[src/rtl/axis_fifo_egress.sv]
// axis_fifo_egress: reader side of axis_fifo. Pops FIFO words and drives an AXI4-Stream
// master. A 2-entry output buffer hides the FIFO's 1-cycle read latency so the stream
// can run at one beat per cycle. The en input stops reading only at a packet boundary.
// pkt_count counts packets handed downstream.
module axis_fifo_egress #(
  parameter int unsigned DATA_WIDTH = 64,
  parameter int unsigned USER_WIDTH = 128,
  parameter int unsigned KEEP_WIDTH = DATA_WIDTH / 8
) (
  input  logic                  aclk,
  input  logic                  areset,
  input  logic                  en,
  // FIFO read port; data returns the cycle after fifo_rd_en
  input  logic                  fifo_empty,
  output logic                  fifo_rd_en,
  input  logic [DATA_WIDTH-1:0] fifo_tdata,
  input  logic [KEEP_WIDTH-1:0] fifo_tkeep,
  input  logic                  fifo_tlast,
  input  logic [USER_WIDTH-1:0] fifo_tuser,
  // AXI4-Stream master
  output logic                  m_axis_tvalid,
  input  logic                  m_axis_tready,
  output logic [DATA_WIDTH-1:0] m_axis_tdata,
  output logic [KEEP_WIDTH-1:0] m_axis_tkeep,
  output logic                  m_axis_tlast,
  output logic [USER_WIDTH-1:0] m_axis_tuser,
  // status
  output logic                  in_pkt,
  output logic [31:0]           pkt_count
);

  localparam int unsigned BeatWidth = DATA_WIDTH + KEEP_WIDTH + 1 + USER_WIDTH;

  typedef logic [BeatWidth-1:0] beat_t;

  // Two-entry buffer: head_q is what m_axis presents, tail_q is only meaningful when occ_q == 2.
  beat_t       head_q, head_d;
  beat_t       tail_q, tail_d;
  logic [1:0]  occ_q, occ_d;
  logic        inflight_q;
  logic        in_pkt_q, in_pkt_d;
  logic [31:0] pkt_count_q, pkt_count_d;

  beat_t       fifo_beat;
  logic        pop;
  logic        capture;
  logic        gate;
  logic [2:0]  credit;

  assign fifo_beat = {fifo_tdata, fifo_tkeep, fifo_tlast, fifo_tuser};

  assign m_axis_tvalid = (occ_q != 2'd0);
  assign {m_axis_tdata, m_axis_tkeep, m_axis_tlast, m_axis_tuser} = head_q;

  assign pop     = m_axis_tvalid & m_axis_tready;
  // The word requested last cycle lands in the buffer at this edge.
  assign capture = inflight_q;

  // Entries committed after this edge; a new read is allowed only while that stays below two,
  // which is what keeps the buffer from ever overflowing.
  assign credit = {1'b0, occ_q} + {2'b0, inflight_q} - {2'b0, pop};

  // With en low, keep reading only inside an open packet, one word at a time, so the tlast
  // of each returned word is known before another read is issued.
  assign gate = en | (in_pkt_q & ~inflight_q);

  assign fifo_rd_en = ~fifo_empty & (credit < 3'd2) & gate;

  assign in_pkt    = in_pkt_q;
  assign pkt_count = pkt_count_q;

  // Buffer next state: write captured word to the tail position, advance head on pop.
  always_comb begin
    head_d = head_q;
    tail_d = tail_q;
    case ({capture, pop})
      2'b10: begin
        if (occ_q == 2'd0) begin
          head_d = fifo_beat;
        end else begin
          tail_d = fifo_beat;
        end
      end
      2'b01: begin
        // Head only changes when there is a second entry to advance to.
        if (occ_q == 2'd2) begin
          head_d = tail_q;
        end
      end
      2'b11: begin
        if (occ_q == 2'd2) begin
          head_d = tail_q;
          tail_d = fifo_beat;
        end else begin
          head_d = fifo_beat;
        end
      end
      default: begin
      end
    endcase
  end

  // Occupancy, packet-open flag and delivered-packet counter next state.
  always_comb begin
    occ_d       = occ_q + {1'b0, capture} - {1'b0, pop};
    in_pkt_d    = in_pkt_q;
    pkt_count_d = pkt_count_q;
    if (capture) begin
      in_pkt_d = ~fifo_tlast;
    end
    if (pop && m_axis_tlast) begin
      pkt_count_d = pkt_count_q + 32'd1;
    end
  end

  // State registers; synchronous reset drops any word still returning from the FIFO.
  always_ff @(posedge aclk) begin
    if (areset) begin
      head_q      <= '0;
      tail_q      <= '0;
      occ_q       <= 2'd0;
      inflight_q  <= 1'b0;
      in_pkt_q    <= 1'b0;
      pkt_count_q <= 32'd0;
    end else begin
      head_q      <= head_d;
      tail_q      <= tail_d;
      occ_q       <= occ_d;
      inflight_q  <= fifo_rd_en;
      in_pkt_q    <= in_pkt_d;
      pkt_count_q <= pkt_count_d;
    end
  end

`ifndef SYNTHESIS
  // Buffered plus in-flight words never exceed the two buffer entries.
  a_credit: assert property (@(posedge aclk) disable iff (areset)
    (({1'b0, occ_q} + {2'b0, inflight_q}) <= 3'd2));

  // A stalled beat stays valid and unchanged until it is accepted.
  a_hold: assert property (@(posedge aclk) disable iff (areset)
    (m_axis_tvalid && !m_axis_tready) |=> (m_axis_tvalid && $stable(head_q)));
`endif

endmodule

[config.mk]
export PLATFORM = sky130hd
export DESIGN_NAME = axis_fifo_egress
export DESIGN_NICKNAME = d
export VERILOG_FILES = /design/src/rtl/axis_fifo_egress.sv
export SDC_FILE = /design/constraint.sdc
export NUM_CORES = 1
export LEC_CHECK = 0
export ABC_AREA = 1
export CORE_ASPECT_RATIO = 1.75
export CORE_MARGIN = 5
export CORE_UTILIZATION = 45
export DETAILED_ROUTE_END_ITERATION = 7
export PLACE_DENSITY = 0.85
export SKIP_LAST_GASP = 1
export SLEW_MARGIN = 20
export SYNTH_ARGS = -nofsm -noshare
export SYNTH_HDL_FRONTEND = slang
export SYNTH_SLANG_ARGS = --single-unit
[constraint.sdc]
create_clock -name aclk -period 2.3 [get_ports aclk]
set_clock_uncertainty 0.2 [all_clocks]
set_input_delay 0.345 -clock aclk [delete_from_list [all_inputs] [get_ports aclk]]
set_output_delay 0.345 -clock aclk [all_outputs]
set_load 0.02 [all_outputs]
Yosys cells after proc, flatten, opt, wreduce, memory -nomap -nowiden --
Index checks and enable logic that the tools add are counted.
Storage, ports and cells: flip-flop bits (word level) 438, input bits 206, output and inout bits 236, logic and storage cells 42
Operators by class: bitwise gates (word level) 8, order comparisons 1, mux-type cells 7, reduce and logical (&&, ||, !) cells 7, $add $sub $neg 5, equality and inequality tests 8
Operators with widths (number):
- two-way mux 201 bit | 5
- one-hot mux 201 bit (3 select lines) | 1
- one-hot mux 201 bit (2 select lines) | 1
- adder 32 x 1 -> 32 bit (second input constant) | 1
- inequality test 2 bit (second input constant) | 4
- equality test 2 bit (second input constant) | 3
- AND reduction 3 bit | 2
- AND 1 bit | 4
- nonzero test 2 bit | 2
- adder 2 x 1 -> 3 bit | 1
- < comparator 3 x 2 -> 1 bit (second input constant) | 1
- inverter 1 bit | 3
- nonzero test 3 bit | 1
- subtractor 3 x 1 -> 3 bit | 1
- adder 2 x 1 -> 2 bit | 1
- equality test 2 x 1 -> 1 bit (second input constant) | 1
- zero test 2 bit | 1
- subtractor 2 x 1 -> 2 bit | 1
- logical AND 1 bit | 1
- bitwise OR 1 bit | 1

Depth between registers and ports, before layout --
depth in word-level cells 6, gate-level depth with buffers 11, depth with buffers taken out 10

Worst setup path before layout --
No wires, ideal clock.
path kind register -> output, start point register occ_q[0], end point output fifo_rd_en, path slack -307 ps, cell stages (with the launch flop) 10, path buffers 0, arrival time 2062 ps, required time 1755 ps, cell sequence dfxtp_1 -> nor2_1 -> nor2_1 -> ha_1 -> inv_1 -> ha_1 -> fa_1 -> nor2_1 -> nand3_1 -> nor2_1
Between the ends: word-level cells in the longest chain between the ends 6, elaborated cells between the ends (all ways) 7, classes of those cells add/sub: 2; order compare: 1; bitwise: 3; reduce/logical: 1
Ends and longest elaborated chain:
- start, declared | RTL line 39 | logic [1:0] occ_q, occ_d;
- start signal, assigned | RTL line 121 | occ_q <= 2'd0;
- start signal, assigned | RTL line 128 | occ_q <= occ_d;
- parallel branches: the longest is 2 deep, another holds adder 2 x 1 -> 3 bit
- subtractor 3 x 1 -> 3 bit * | RTL line 61 | assign credit = {1'b0, occ_q} + {2'b0, inflight_q} - {2'b0, pop};
- named net credit[1] | RTL line 48 | logic [2:0] credit;
- < comparator 3 x 2 -> 1 bit * | RTL line 67 | assign fifo_rd_en = ~fifo_empty & (credit < 3'd2) & gate;
- AND 1 bit * (2 in series) | RTL line 67
- end, declared | RTL line 15 | output logic fifo_rd_en,
Mark *: on every way through the listed nets, which the timed path passes.

Worst setup path in the final report --
Same ends and word-level chain as after synthesis.

==> flow_metrics.tcl <==
set metrics [dict create \
    post-route-min-period_ns 2.988 \
    cts_made_buffers 40 \
    rows 97 \
    clk_latency_ns 0.53 \
    synth.avg_cell_area_um2 7.861 \
    whs_ns 0.2122 \
    root_buffer "clkbuf_16" \
    overflow 0 \
    min_path_type "in -> reg" \
    place_hpwl_um 42180 \
    drtPass1Iterations 6 \
    drv_slew 0 \
    postLayoutCoreUtil_pct 63.90 \
    synth_edf_count 0 \
    synth_top_cell_area_share_pct 47.91 \
    cp.required_ns 1.75 \
    yosysMostFrequentCell "o21ai_0" \
    cts_tree "done" \
    numPortBuffers 441 \
    cp-start-kind "flip-flop" \
    tightest_slew_ns 0.4332 \
    crit_path_max_fanout 2 \
    clockBufferDepth 3 \
    maxCapViolCount 0 \
    drtIter0Drc 1804 \
    vdd_drop_max_uv 817.4 \
    rsz0062_at_grt "true" \
    grt_max_degree 85 \
    p_leak_uw 0.009256 \
    grt_usage_pct 25.10 \
    antenna_found_initial 2 \
    seq_area_frac_synth_pct 47.91 \
    path_clk_slew_ns 0.07 \
    h-tree-depth 2 \
    setup_ws_ns -0.6884 \
    die-area_um2 44960 \
    drive_above_1_share_pct 8.255 \
    synth_cell_type_count 29 \
    async_flop_share_pct 0 \
    maxSlewHeadroom_pct 71.12 \
    area_delta_synth_final_pct 40.27 \
    holdBufCountCts 0 \
    finalHoldViolations 0 \
    violations "setup timing" \
    ioPinCount 442 \
    clock-sinks 438 \
    synth_nets 2542 \
    post-place-ws_ns -1.332 \
    ys_seq_elements 438 \
    synthesis.area_um2 18300 \
    synthCells 2328 \
    die_w_um 162.4 \
    ant_nets 0 \
    remaining_drc_errors 0 \
    pwr_density_cell_nw_per_um2 1299 \
    yosysWarnings 0 \
    grt_pass1_wl_um 93900 \
    cp.arrival_ns 2.44 \
    post_drt_wl_per_cell_um 18.57 \
    yosys.area.top_type "dfxtp_1" \
    fp.coreArea_um2 40170 \
    die_height_um 276.8 \
    timing.fmax_ghz 0.3346 \
    vias 18600 \
    place.gp.congestion 0.8985 \
    worstSetupEndpointType "output pin" \
    status "complete, but fails checks" \
    grt_pass1_vias 18510 \
    finalCritPeriodShare_pct 129.9 \
    finalNetCount 2962 \
    path_class "reg -> out" \
    synth_common_cells "o21ai_0 (614), dfxtp_1 (438), a21oi_1 (419), inv_1 (253), o21a_1 (202)" \
    synth_ff_type "dfxtp_1" \
    via_per_inst 5.601 \
    setup-violations-final 1 \
    netlist_top_cells_area "dfxtp_1 (48%), o21ai_0 (17%), a21oi_1 (11%)" \
    start_util_pct 45.56 \
    wirelength_um 61670 \
]
==> cell usage in the layout, fill, tap and decap left out, types with 3 or more instances in the layout <==
| master | count |
|---|---|
| dfxtp_2 | 3 |
| clkbuf_16 | 48 |
| nor2_4 | 8 |
| nor2_1 | 58 |
| clkbuf_8 | 7 |
| o21ai_0 | 606 |
| nor3b_1 | 3 |
| inv_2 | 4 |
| nor3_1 | 8 |
| o21ai_1 | 8 |
| o21a_1 | 202 |
| nand3_1 | 19 |
| buf_12 | 40 |
| dfxtp_1 | 435 |
| clkinv_2 | 5 |
| buf_6 | 4 |
| buf_16 | 3 |
| clkbuf_1 | 8 |
| clkdlybuf4s50_1 | 438 |
| nand2_1 | 69 |
| nand4_1 | 9 |
| bufinv_16 | 4 |
| inv_1 | 250 |
| a21oi_1 | 418 |
| ha_1 | 5 |
| buf_4 | 85 |
==> cell type report <==
| cell class | count | area, um2 |
|---|---|---|
| repair buffers | 580 | 6151 |
| clock inverters | 12 | 173.9 |
| well taps | 544 | 680.7 |
| multi-input cells | 1433 | 7771 |
| clock buffers | 56 | 1152 |
| inverters | 255 | 964.7 |
| diodes | 2 | 5.005 |
| flip-flops and latches | 438 | 8772 |
| fillers | 3219 | 14500 |
==> registers in the layout, summed over array words and instances (netlist names) <==
name,cells
occ_q,2
head_q,201
capture,1
tail_q,201
pkt_count,32
in_pkt,1
==> timing repair <==
| action | in CTS | in global routing |
|---|---|---|
| pin swaps | 3 | 8 |
| gates resized for setup | 15 | 19 |
| buffers inserted | 0 | 12 |
| cloned | 0 | 7 |
| endpoints found under the setup margin | 13 | 85 |
==> cell families (layout without fill, tap and decap cells) <==
logic type	after synthesis	count (layout)	share of synthesized area (%)
buffers and inverters	457	903	10.14
AOI/OAI and AO/OA	1239	1239	36.71
adders and majority gates	8	8	0.5879
other	0	2	0
and+or+nand+nor	182	182	4.458
DFF	438	438	47.91
xor gates and xnor gates	4	4	0.1915
==> stage by stage <==
step / std cells / power (uW) / instance area (um2) / setup TNS [ns]
floorplan: 2328 / 19000 / 18330 / -0.08193
global placement: 3231 / 25530 / 23950 / -180.52
detailed placement: 3231 / 25980 / 23950 / -190.36
CTS: 3299 / 32980 / 25290 / -0.7497
global route: 3320 / 35030 / 25670 / -1.732
finish: 3320 / 33340 / 25670 / -0.6884
==> where the power goes <==
| part | leakage [uW] | total [uW] | internal (uW) | switching, uW |
|---|---|---|---|---|
| registers | 0.00357 | 11200 | 9890 | 1340 |
| clock network | 0.000656 | 6880 | 3960 | 2920 |
| logic | 0.00503 | 15200 | 7040 | 8190 |
==> final timing paths <==
check / startpoint / to / slack, ns / cells after the start
max: occ_q[0] / fifo_rd_en / -0.69 / 10
min: fifo_tuser[114] / head_q[114] / 0.21 / 3
max reg2reg: occ_q[0] / tail_q[26] / 0.03 / 13
min reg2reg: tail_q[52] / tail_q[52] / 0.25 / 2
==> per-layer routing <==
| layer | GRT usage [%] | up-vias | wire length, um |
|---|---|---|---|
| met5 | 0 | - | 0 |
| met4 | 16.47 | 0 | 4313 |
| met3 | 4.051 | 246 | 3850 |
| met2 | 45.57 | 928 | 32140 |
| met1 | 26.27 | 8672 | 21360 |
| li1 | - | 8749 | - |
==> critical path: stages, from the launching register on <==
cell	delay, ns
dfxtp_2	0.33
nor2_4	0.15
nor2_4	0.06
ha_4	0.26
inv_2	0.04
ha_4	0.14
fa_2	0.43
nor2_2	0.13
nand3_2	0.11
nor2_4	0.15
buf_6	0.13
Power figures use the tool's default switching activity.
